File: src/rtl/depadder.sv
// depadder: walks a padded message stream (0x80 marker, zero fill, 64-bit
// big-endian bit length in the last two words) and recovers the message size,
// flagging malformed padding.
// Optional feature: define DEPADDER_BLOCKCNT_CHECK_EN to also require the
// minimal number of blocks for the recovered length.
module depadder (
   input  logic        clk,
   input  logic        reset,
   input  logic        start,
   input  logic [31:0] in_word,
   input  logic        in_valid,
   input  logic        in_last,
   output logic        in_ready,
   output logic [63:0] msg_size,
   output logic        done,
   output logic        pad_ok,
   output logic        err_marker,
   output logic        err_align,
   output logic        err_len
);

   typedef enum logic [1:0] {IDLE, RUN, CHECK, DONE} state_t;

   state_t      state, state_nxt;
   logic [3:0]  offset;
   logic [63:0] byte_cnt;
   logic [31:0] pipe_new, pipe_old;
   logic        trk_vld;
   logic [63:0] trk_idx;
   logic [7:0]  trk_val;
   logic [63:0] length;
   logic [63:0] len_l;
   logic        accept;
   logic        leave_nz;
   logic [1:0]  leave_k;
   logic [7:0]  leave_val;
   logic        chk_len, chk_marker;

   assign accept = (state == RUN) && in_valid && !start;
   assign len_l  = length >> 3;

   // Next-state logic; start restarts the stream from any state
   always_comb begin
      state_nxt = state;
      case (state)
         IDLE:    state_nxt = IDLE;
         RUN:     if (accept && in_last) state_nxt = CHECK;
         CHECK:   state_nxt = DONE;
         DONE:    state_nxt = DONE;
         default: state_nxt = IDLE;
      endcase
      if (start) state_nxt = RUN;
   end

   // State register; in_ready tracks the RUN state
   always_ff @(posedge clk or posedge reset) begin
      if (reset) begin
         state    <= IDLE;
         in_ready <= 1'b0;
      end else begin
         state    <= state_nxt;
         in_ready <= (state_nxt == RUN);
      end
   end

   // Latest (least-significant) nonzero byte of the word leaving the pipe
   always_comb begin
      leave_nz  = 1'b0;
      leave_k   = 2'd0;
      leave_val = 8'h00;
      for (int k = 0; k < 4; k++) begin
         if (pipe_old[31 - 8*k -: 8] != 8'h00) begin
            leave_nz  = 1'b1;
            leave_k   = 2'(k);
            leave_val = pipe_old[31 - 8*k -: 8];
         end
      end
   end

   assign chk_marker = !trk_vld || (trk_val != 8'h80) || (trk_idx != len_l);

`ifdef DEPADDER_BLOCKCNT_CHECK_EN
   logic [63:0] blk_cnt;

   // Count completed blocks (word offset 15 accepted)
   always_ff @(posedge clk or posedge reset) begin
      if (reset)                         blk_cnt <= 64'd0;
      else if (start)                    blk_cnt <= 64'd0;
      else if (accept && offset == 4'd15) blk_cnt <= blk_cnt + 64'd1;
   end

   assign chk_len = (length[2:0] != 3'd0) ||
                    (blk_cnt != ((len_l + 64'd8) >> 6) + 64'd1);
`else
   assign chk_len = (length[2:0] != 3'd0);
`endif

   // Stream datapath: counters, 2-deep pipe, nonzero tracker and results
   always_ff @(posedge clk or posedge reset) begin
      if (reset) begin
         offset     <= 4'd0;
         byte_cnt   <= 64'd0;
         pipe_new   <= 32'd0;
         pipe_old   <= 32'd0;
         trk_vld    <= 1'b0;
         trk_idx    <= 64'd0;
         trk_val    <= 8'h00;
         length     <= 64'd0;
         msg_size   <= 64'd0;
         done       <= 1'b0;
         pad_ok     <= 1'b0;
         err_marker <= 1'b0;
         err_align  <= 1'b0;
         err_len    <= 1'b0;
      end else if (start) begin
         offset     <= 4'd0;
         byte_cnt   <= 64'd0;
         pipe_new   <= 32'd0;
         pipe_old   <= 32'd0;
         trk_vld    <= 1'b0;
         trk_idx    <= 64'd0;
         trk_val    <= 8'h00;
         length     <= 64'd0;
         msg_size   <= 64'd0;
         done       <= 1'b0;
         pad_ok     <= 1'b0;
         err_marker <= 1'b0;
         err_align  <= 1'b0;
         err_len    <= 1'b0;
      end else begin
         if (accept) begin
            offset   <= offset + 4'd1;
            byte_cnt <= byte_cnt + 64'd4;
            pipe_old <= pipe_new;
            pipe_new <= in_word;
            // pipe_old sits 8 bytes behind the accept count
            if (leave_nz) begin
               trk_vld <= 1'b1;
               trk_idx <= byte_cnt - 64'd8 + 64'(leave_k);
               trk_val <= leave_val;
            end
            if (in_last) begin
               length    <= {pipe_new, in_word};
               err_align <= (offset != 4'd15);
            end
         end
         if (state == CHECK) begin
            done       <= 1'b1;
            msg_size   <= len_l;
            err_len    <= chk_len;
            err_marker <= chk_marker;
            pad_ok     <= !(chk_len || chk_marker || err_align);
         end
      end
   end

endmodule

File: config.mk
export PLATFORM = sky130hd
export DESIGN_NAME = depadder
export DESIGN_NICKNAME = d
export VERILOG_FILES = /design/src/rtl/depadder.sv
export SDC_FILE = /design/constraint.sdc
export NUM_CORES = 1
export LEC_CHECK = 0
export ABC_CLOCK_PERIOD_IN_PS = 11200
export BUFFER_PORTS_ARGS = -buffer_cell sky130_fd_sc_hd__clkbuf_2
export CORE_ASPECT_RATIO = 1.25
export CORE_MARGIN = 1
export CORE_UTILIZATION = 36
export CTS_CLUSTER_SIZE = 30
export DETAILED_ROUTE_END_ITERATION = 10
export PLACE_DENSITY = 0.61
export SETUP_SLACK_MARGIN = 0.05
export SLEW_MARGIN = 0
export SYNTH_ARGS = -nofsm -noshare
export SYNTH_HDL_FRONTEND = slang
export SYNTH_SLANG_ARGS = --single-unit
File: constraint.sdc
create_clock -name clk -period 11.2 [get_ports clk]
set_input_delay 1.68 -clock clk [delete_from_list [all_inputs] [get_ports clk]]
set_output_delay 1.68 -clock clk [all_outputs]
set_load 0.01 [all_outputs]
==> results of run 1 <==
-- area by class of cell --
| type | instances | area [um2] | area share, % |
|---|---|---|---|
| inverters | 17 | 71.3 | 0.405 |
| clock buffers | 48 | 1020 | 5.77 |
| clock inverters | 9 | 129 | 0.731 |
| well taps | 559 | 699 | 3.97 |
| flip-flops and latches | 336 | 8410 | 47.7 |
| repair buffers | 117 | 627 | 3.56 |
| multi-input cells | 1161 | 6680 | 37.9 |
-- metrics by stage --
stage               cell area, um2  util [%]  hold WS, ns  std cells  setup WS, ns
finish                       17600      41.5        0.481       2247          7.32
CTS                          17600      41.5        0.476       2247          7.33
detailed placement           16500      38.8        0.460       2190          6.76
global route                 17600      41.5        0.495       2247          6.99
floorplan                    15600         -        0.439       1638         0.210
global placement             16500      38.8        0.452       2190          6.83
-- cells by family (layout without fill, tap and decap cells) --
kind of cell             after synthesis  in the layout
other                                  1              4
adder cells (fa/ha/maj)                4              4
XOR/XNOR                             168            168
buffers and inverters                141            191
AND/OR/NAND/NOR                      666            666
flip-flops                           336            336
AO/OA/AOI/OAI                        319            319
-- report_power, final --
group | switching, mW | internal, mW
logic | 0.241 | 0.139
clock network | 0.478 | 0.702
registers | 0.0738 | 1.29
total | 0.793 | 2.13
-- final timing paths --
path | from | end | slack (ns) | cells after the start
min reg2reg | trk_vld | trk_vld | 0.48 | 2
max | in_valid | byte_cnt[63] | 7.32 | 8
max reg2reg | byte_cnt[5] | trk_idx[55] | 7.77 | 6
max in group asynchronous | reset | msg_size[40] | 7.45 | 4
min | trk_vld | trk_vld | 0.48 | 2
min in group asynchronous | reset | err_align | 1.29 | 2
-- flip-flops by register name (all words and copies together), names as in the netlist, 2 cells and up --
signal    flops
length       64
pipe_old     32
trk_val       8
pipe_new     32
state         2
msg_size     61
offset        4
trk_idx      64
byte_cnt     62
-- critical path, stage by stage --
cell and delay [ns]:
sky130_fd_sc_hd__clkbuf_2 0.10, sky130_fd_sc_hd__nand3b_1 0.08, sky130_fd_sc_hd__buf_4 0.35, sky130_fd_sc_hd__nor2_1 0.55
sky130_fd_sc_hd__nand3_1 0.71, sky130_fd_sc_hd__nor4_1 0.53, sky130_fd_sc_hd__xnor2_1 0.16, sky130_fd_sc_hd__nor2_1 0.05
-- placed cells by master (no fill, tap or decap), drive strengths merged, types with 9 or more instances in the layout --
master,n
buf,15
nor2,84
xnor2,141
o21ai,74
or3,26
and3,9
xor2,27
nand4,35
dfrtp,336
clkbuf,150
nor3,48
nand3,24
nand2,360
nor4,32
a22o,68
nand2b,9
or4,12
inv,17
a21oi,145
-- routing by layer --
layer	global-route usage, %	share of wire, %	routed length, um	vias up
met5	0	0	0	-
met4	9.85	4.9	2200	0
met3	2.33	4.6	2080	86
met2	34.3	50	22300	333
met1	25.9	41	18300	6134
li1	-	-	-	5629
==> summary.md, run 1 <==
The tools report the data arrival at the endpoint of the critical path as 4.26 ns. During synthesis, Yosys emitted a total of 0 warnings. The mux cell area share after synthesis works out to 0%.

The count of final hold-check violations is 0, and the worst voltage drop across the vdd grid is 0.115 mV. The tools report the startpoint kind of the worst setup timing path as an input port. The logs give 44900 um for the sum of routed wire length over all layers and 107 for the I/O pin total. A synthesized cell averages 9.56 um2. The number of clock buffers added by TritonCTS is 35. The total number of vias came out at 12182.

In this run the deepest clock path goes through 3 buffers. By area the synthesized netlist is led by sky130_fd_sc_hd__dfrtp_1 54%, sky130_fd_sc_hd__nand2_1 8.6%, sky130_fd_sc_hd__xnor2_1 7.9%. TritonCTS built the clock tree. After detailed routing, the number of remaining DRC violations is 0.

Row generation in the floorplan step produced 84 rows. The flow ran to the end, and the final reports show no timing, DRC or antenna violations. By count the netlist is led by 360 x sky130_fd_sc_hd__nand2_1, 336 x sky130_fd_sc_hd__dfrtp_1, 145 x sky130_fd_sc_hd__a21oi_1.

The number of storage elements in the synthesis netlist works out to 336. The number of setup buffers added after CTS is 0. For the static leakage, the log shows 7.72 nW. Fill cells in the final layout number 4239. In the final design database the tool counted 1709 nets. The average wire per cell in the routed design is 20.0 um. The largest total area in the synthesized netlist belongs to sky130_fd_sc_hd__dfrtp_1. The fraction of final layout cells sized beyond drive strength 1 was 11.6%; the total global routing overflow was 0. The count of nets left with antenna violations once routing finished came out at 0.

Total power for the finished layout comes to 2.92 mW. The mapped netlist covers 15600 um2. The port buffer count works out to 103. The run gives 0.53 ns as the insertion delay to the later sink of the worst-skew pair. By area, the combinational part of the netlist is dominated by simple AND/OR/NAND/NOR gates. Subtracting the final worst setup slack from the clock period gives 3.88 ns. Setup total negative slack on the finished layout was measured at 0 ns. Of all flip-flops after synthesis, the portion carrying an async set or reset was 100%. STA classifies the critical path endpoint as a flip-flop. Number of max-slew violations in the final report: 0.

The logs give 0 for the number of buffers added to fix hold violations after cts and 31500 um for the HPWL after detailed placement. The congestion estimate from routability-driven global placement came to 0.921. The tools report the count of mapped cells out of synthesis as 1635.

Using the TritonRoute via totals, the vias-per-cell ratio works out to 5.42. By startpoint and endpoint, the worst setup path is classified as in2reg. The number of enable flip-flop cells after synthesis is 0, and the post-synthesis simple-gate area fraction is 20.1%.

In this run the worst path has a maximum fanout of 69. Synthesis instantiated 58 different standard cells from the library. The floorplan step defined a die boundary enclosing 44200 um2. The number of antenna diodes in the final layout is 0.

The number of global-route vias before repair is 11889, and the total global-route track usage is 20.4%. Derived from the worst setup path, the maximum achievable clock frequency is 0.258 GHz. The share of the synthesized area in compound gates (AO/OA/AOI/OAI) was 12.5%. Clock skew on the completed layout was measured at 0.0135 ns. The clock net in this run drives a total of 336 sinks.

Compared with the post-synthesis result, the final layout area differs by 12.8%. The slew of the pin with the lowest slew margin works out to 1.15 ns. Setup repair after global routing left no endpoint under its margin. For this design the ratio of total power to cell area is 166 nW/um2. Measured against its own limit, the worst slew margin works out to 23.2%. Of the post-synthesis cell area, the dominant cell type holds 53.8%.

Number of resized instances in the post-cts repair step: 0. Across the run, the number of max-cap violations was 0. In the synthesized netlist the dominant register cell turns out to be sky130_fd_sc_hd__dfrtp_1. The share of the synthesized netlist area taken by xor and xnor gates is 9.42%, and the first-pass iteration count of the detailed router is 5.

In this run the vertical extent of the chip is 235 um. Entering global routing, the biggest net connects 112 pins. From left edge to right edge, the die measures 188 um.

For the initial standard-cell utilization of the core, the log shows 36.8%. The detailed router finished its first iteration with 1020 violations. The run gives 0 as the number of antenna violations at the first check in global routing. The setup violation total in the final timing report came out at 0.

The tools report the data required time at the worst endpoint as 11.58 ns. After floorplanning, the core was sized to cover 42500 um2. The tree is rooted in a sky130_fd_sc_hd__clkbuf_16.

In the post-synthesis netlist, the cell with the most instances is sky130_fd_sc_hd__nand2_1. Class of the most critical hold timing path: reg2reg. The fraction of the cycle the final worst path needs came out at 34.7%. The global-route wire length before repair is 69900 um. The tools report the H-tree depth as 2.

Sequential elements use 53.8% of the synthesized area. The post-CTS clock slew at the launch and capture registers of the worst setup and hold paths was 0.06 ns; the adder-cell area share of the yosys netlist was 0.320%.
Note: power is estimated with default switching activity, not from simulation.
==> run 2: changes to the inputs <==
- ABC_CLOCK_PERIOD_IN_PS: 11200 -> 4000
- PLACE_DENSITY: 0.61 -> 0.59
- clock period: 11.2 -> 4 ns (I/O delays scaled with it)
==> summary.md, run 2 (synthesized netlist as in run 1, its figures left out) <==
The critical-path maximum fanout was 50 (-28%); the average wire per cell in the routed design was 20.2 um (+0.97%). STA classifies the critical path endpoint as a flip-flop. The die boundary width was 188 um (unchanged); the pre-CTS setup slack was 0.818 ns (-5.94 ns). The tools report the data required time at the worst endpoint as 4.44 ns (-7.14 ns).

Leaving out fill and tap cells, the most frequent cell in the layout is sky130_fd_sc_hd__nand2_1. The root buffer cell was sky130_fd_sc_hd__clkbuf_16. The floorplan core area came out at 42500 um2 (unchanged). The cell internal power dissipation was 5.95 mW (+180%); the I/O pin total was 107 (unchanged). The power share of the combinational group was 13.1% (about the same).

The number of setup buffers added after CTS came out at 0 (unchanged). The tools report the sink count of the clock tree as 336 (unchanged). Number of buffers on the longest clock path: 3 (unchanged).

The largest net degree at the start of global routing is 155 (+38%), and the routability congestion estimate from global placement is 0.891 (-3.2%). The chip height came out at 235 um (unchanged). The total global routing overflow was 0 (unchanged); the number of buffers added to fix hold violations after cts was 0 (unchanged).

The share of total power in the clock network is 40.3% (about the same). Startpoint kind of the worst setup timing path: a flip-flop. The number of antenna violations at the first check in global routing is 0 (unchanged), and the post-CTS clock slew at the launch and capture registers of the worst setup and hold paths is 0.06 ns (about the same). The number of rows created at floorplan is 84 (unchanged). The final clock skew is 0.0169 ns (+0.00341 ns).

Final core utilization: 41.8% (+0.24 points). The slew of the pin with the lowest slew margin was 1.19 ns (+0.0364 ns). The total number of vias was 12010 (-1.4%).

The data arrival at the endpoint of the critical path is 3.46 ns (-0.80 ns). The tools report the launch point of the worst reg-to-reg path as pipe_old[4]. The port buffer count is 103 (unchanged), and the final routed DRC violation total is 0 (unchanged).

The tools report the static leakage as 7.77 nW (+0.64%). Setup slack of the worst register-to-register path: 0.98 ns (-6.79 ns). Compared with the post-synthesis result, the final layout area differs by 13.5%. The first-pass iteration count of the detailed router was 5 (unchanged); the number of resized instances in the post-cts repair step was 0 (unchanged).

Setup repair after global routing left no endpoint under its margin. The fraction of final layout cells sized beyond drive strength 1 works out to 12.0% (+0.40 points). The final critical path takes up 75.5% of the cycle. The power per cell area works out to 462 nW/um2 (+180%).

The smallest setup slack after layout is 0.979 ns (-6.34 ns), and the maximum clock frequency is 0.331 GHz. The die footprint was 44200 um2 (unchanged). Share of total power consumed by net switching: 27.3% (+0.19 points).

The largest registers in the layout are length x64, trk_idx x64, byte_cnt x62. The share of power burned in registers was 46.6% (about the same). The mean number of vias per cell is 5.32 (-1.8%). The most critical setup path has its startpoint at pipe_old[4]. The tightest min-delay check is of the in2async type.

The H-tree depth was 2 (unchanged); the HPWL after detailed placement was 32100 um (+2.0%). The initial standard-cell utilization of the core was 36.8% (unchanged); the total global-route track usage was 20.6% (+0.29 points). The number of max-slew violations in the final report came out at 0 (unchanged). The number of DRC violations after detailed-routing iteration 0 came out at 1117 (+9.5%). The worst voltage drop across the vdd grid is 0.321 mV (+180%). The number of CTS-inserted buffers is 34 (-2.9%), and the sum of routed wire length over all layers is 45500 um (+1.4%).

The run gives 0.53 ns (about the same) as the insertion delay to the later sink of the worst-skew pair. The total inserted antenna cells came out at 0 (unchanged). Final critical delay including setup and external delays: 3.02 ns. The classification of the worst setup path is reg2reg.

The number of nets in the layout was 1716 (+0.41%); the worst slew margin relative to its limit was 20.5% (-2.6 points). The count of final hold-check violations came out at 0 (unchanged). The run finished with clean final reports. The count of max-cap constraint violations came out at 0 (unchanged). Leaving out fill and tap cells, the most frequent cells in the layout are 359 x sky130_fd_sc_hd__nand2_1, 336 x sky130_fd_sc_hd__dfrtp_1, 144 x sky130_fd_sc_hd__a21oi_1. The switching power total came out at 2.24 mW (+180%).

The end of the worst register-to-register path is trk_idx[45]. The setup violation total in the final timing report was 0 (unchanged); the number of cells on the worst reg-to-reg path was 7 (+1). The logs give 70400 um (+0.81%) for the global-route wire length before repair and 11726 (-1.4%) for the number of global-route vias before repair.

The number of nets still failing antenna checks after routing came out at 0 (unchanged). TritonCTS built the clock tree.
## run 2: changes by cell type in the layout (fill, tap and decap cells not counted), sizes merged
cell,change
inv,-1
clkbuf,+4
clkinv,-1
clkinvlp,+1
buf,+8
bufinv,-1
## run 2: layout make-up
| type | instances | area [um2] |
|---|---|---|
| Sequential cell | 336 | 8410 |
| Fill cell | 4169 | 24700 |
| Tap cell | 559 | 699 |
| Inverter | 17 | 67.6 |
| Multi-Input combinational cell | 1161 | 6680 |
| Clock buffer | 52 | 1050 |
| Timing Repair Buffer | 125 | 737 |
| Clock inverter | 7 | 90.1 |
## run 2: worst max-delay path by stage
stage | slack [ns] | endpoint | depth (start not counted)
global route | 0.74 | trk_idx[33] | 7
global placement | 0.88 | trk_idx[38] | 8
CTS | 1.03 | trk_idx[45] | 7
floorplan | -1.09 | byte_cnt[10] | 1
finish | 0.98 | trk_idx[45] | 7
detailed placement | 0.82 | trk_idx[33] | 8
## run 2: critical path, cell delays in order (launching register included)
cell,delay [ns]
sky130_fd_sc_hd__dfrtp_1,0.41
sky130_fd_sc_hd__or4_1,0.57
sky130_fd_sc_hd__nor2_1,0.46
sky130_fd_sc_hd__and4b_1,0.37
sky130_fd_sc_hd__o21bai_4,0.52
sky130_fd_sc_hd__buf_4,0.42
sky130_fd_sc_hd__nand2_1,0.09
sky130_fd_sc_hd__o21ai_0,0.07
## run 2: routing by layer
layer	global-route usage [%]	wire length [um]	up-vias
met5	0	0	-
met4	7.87	1630	0
met3	2.35	1690	68
met2	35.2	22900	267
met1	26.8	19300	6014
li1	-	-	5661
## run 2: power by group through the flow
stage	clock [mW]	sequential, mW	combinational, mW
finish	3.30	3.81	1.08
global route	3.48	3.83	1.19
CTS	3.37	3.81	1.08
detailed placement	0	3.87	1.08
global placement	0	3.87	1.06
floorplan	0	3.79	0.794
## run 2: per-stage QoR
stage               instance area [um2]  setup TNS, ns  hold WS, ns  cells  power (mW)
floorplan                         15600        -366.44        0.439   1638        4.58
global placement                  16600              0        0.462   2198        4.93
detailed placement                16600              0        0.470   2198        4.95
CTS                               17700              0       0.0225   2257        8.26
global route                      17700              0       0.0390   2257        8.50
finish                            17700              0       0.0356   2257        8.19
==> run 3: changes to the inputs <==
- ABC_CLOCK_PERIOD_IN_PS: 4000 -> 3100
- clock period: 4 -> 3.1 ns (I/O delays scaled with it)
==> summary.md, run 3 (synthesized netlist as in run 1, its figures left out) <==
The number of nets still failing antenna checks after routing was 0 (unchanged). The number of global-route vias before repair is 11983 (+2.2%). Setup repair after global routing left no endpoint under its margin. The chip height came out at 235 um (unchanged). The slew of the pin with the lowest slew margin is 0.813 ns (-0.376 ns). The HPWL after detailed placement came out at 33400 um (+3.8%). The run gives 0 (unchanged) as the count of max-cap constraint violations. For the area of all placed cells without fillers, the log shows 18100 um2 (+2.1%). The number of rows created at floorplan was 84 (unchanged); the critical-path maximum fanout was 16 (-68%). The library cell used most frequently in the layout, excluding fill and tap cells, is sky130_fd_sc_hd__nand2_1. The mean number of vias per cell was 5.34 (+0.38%). The logs give 0 (unchanged) for the number of resized instances in the post-cts repair step and 1103 (-1.3%) for the number of DRC violations after detailed-routing iteration 0.

Compared with the post-synthesis result, the final layout area differs by 15.9%. The final critical delay including setup and external delays was 2.82 ns (-0.198 ns). Leaving out fill and tap cells, the most frequent cells in the layout are 359 x sky130_fd_sc_hd__nand2_1, 336 x sky130_fd_sc_hd__dfrtp_1, 144 x sky130_fd_sc_hd__a21oi_1. Power per cell area: 601 nW/um2 (+30%). The run gives 2 (unchanged) as the H-tree depth. Total negative slack for setup checks: 0 ns (unchanged). The tools report the routability congestion estimate from global placement as 0.962 (+8.0%). The initial standard-cell utilization of the core was 36.8% (unchanged). The post-CTS clock slew at the launch and capture registers of the worst setup and hold paths was 0.06 ns (about the same); the worst voltage drop across the vdd grid was 0.422 mV (+32%). The count of final hold-check violations was 0 (unchanged); the number of setup buffers added after CTS was 0 (unchanged). The logs give 0.354 GHz (+7.0%) for the maximum clock frequency and 0.276 ns (-0.702 ns) for the smallest setup slack after layout. The total number of vias is 12195 (+1.5%). The fraction of final layout cells sized beyond drive strength 1 was 13.4% (+1.4 points); the number of nets in the layout was 1741 (+1.5%).

The number of CTS-inserted buffers was 36 (+5.9%). TritonCTS built the clock tree. The placement-stage cell area was 16900 um2 (+1.7%). The first-pass iteration count of the detailed router came out at 7 (+2). The startpoint kind of the worst setup timing path is a flip-flop. The run finished with clean final reports. The final routed DRC violation total was 0 (unchanged). The logs give 71500 um (+1.5%) for the global-route wire length before repair and 0.0214 ns (+0.00452 ns) for the final clock skew. The data arrival at the endpoint of the critical path is 3.22 ns (-0.24 ns).

The number of buffers added to fix hold violations after cts was 0 (unchanged); the data required time at the worst endpoint was 3.50 ns (-0.94 ns). The tools report the number of buffers on the longest clock path as 3 (unchanged). For the final core utilization, the log shows 42.6% (+0.87 points). The average wire per cell in the routed design came out at 20.4 um (+0.92%).

Classification of the worst setup path: reg2reg. The setup violation total in the final timing report was 0 (unchanged); the total instance count after detailed placement was 2221 (+1.0%). The largest net degree at the start of global routing is 75 (-52%), and the number of standard cells in the final layout excluding fillers is 2283 (+1.2%). The die boundary width was 188 um (unchanged).

Sink count of the clock tree: 336 (unchanged). The tightest min-delay check is of the in2async type. Total global-route track usage: 21.0% (+0.34 points).

The floorplan core area came out at 42500 um2 (unchanged). The sum of routed wire length over all layers was 46500 um (+2.1%). I/O pin total: 107 (unchanged).

Worst slew margin relative to its limit: 45.8% (+25 points). STA classifies the critical path endpoint as a flip-flop. The pre-CTS setup slack was 0.295 ns (-0.523 ns). The die footprint was 44200 um2 (unchanged).

For the insertion delay to the later sink of the worst-skew pair, the log shows 0.54 ns (about the same). The port buffer count works out to 103 (unchanged). For the static leakage, the log shows 7.97 nW (+2.6%).

The number of antenna violations at the first check in global routing came out at 0 (unchanged). The tree is rooted in a sky130_fd_sc_hd__clkbuf_16. The fraction of the cycle the final worst path needs is 91.1% (+16 points), and the count of filler cells inserted in the layout is 4153 (-0.38%). Total inserted antenna cells: 0 (unchanged). The total global routing overflow is 0 (unchanged).

The largest registers in the layout are length x64, trk_idx x64, byte_cnt x62. The number of max-slew violations in the final report is 0 (unchanged).
==> run 3: cell types whose count changed in the layout (fill, tap and decap cells not counted), sizes merged <==
cell      change
buf          +23
clkbuf        -1
clkinvlp      -1
inv           +3
bufinv        +2
==> run 3: critical path: stages (launching register included) <==
cell and delay (ns):
sky130_fd_sc_hd__dfrtp_1 0.45, sky130_fd_sc_hd__or4_4 0.58, sky130_fd_sc_hd__a211o_4 0.31, sky130_fd_sc_hd__or4_4 0.70, sky130_fd_sc_hd__nand2b_4 0.24, sky130_fd_sc_hd__o311ai_1 0.27, sky130_fd_sc_hd__o311ai_1 0.14
==> run 3: final cells by class <==
type,count,area [um2],share of cell area [%]
multi-input combinational,1161,6680,36.9
inverter,17,67.6,0.373
clock inverter,11,169,0.933
timing repair buffer,148,1020,5.65
clock buffer,51,1060,5.85
sequential,336,8410,46.5
tap,559,699,3.86
==> run 3: final timing paths <==
path                             startpoint      endpoint  slack [ns]  cells after the start
max in group asynchronous             reset  msg_size[19]        2.26                      3
worst max-delay path            byte_cnt[9]   trk_idx[60]        0.28                      6
worst min register to register      trk_vld       trk_vld        0.48                      2
min in group clk                 in_word[0]     length[0]        0.16                      3
worst max register to register  byte_cnt[9]   trk_idx[60]        0.28                      6
worst min-delay path                  reset  msg_size[44]        0.07                      2
==> run 3: routing by layer <==
layer  GRT usage [%]  up-vias  part of all wire [%]
li1                -     5703                     -
met1            26.8     6127                    42
met2            35.1      266                    49
met3            2.63       99                   3.7
met4            10.3        0                   4.9
met5               0        -                     0
==> run 3: where the power goes <==
part	internal [mW]	total, mW	switching (mW)
clock network	2.72	4.52	1.80
logic	0.562	1.44	0.880
registers	4.65	4.92	0.271
==> run 3: through the flow <==
stage,hold WS (ns),power (mW)
after global placement,0.459,6.42
after global routing,0.0990,11.3
after CTS,0.0753,11.0
after floorplan,0.439,5.91
final,0.0683,10.9
after detailed placement,0.466,6.44
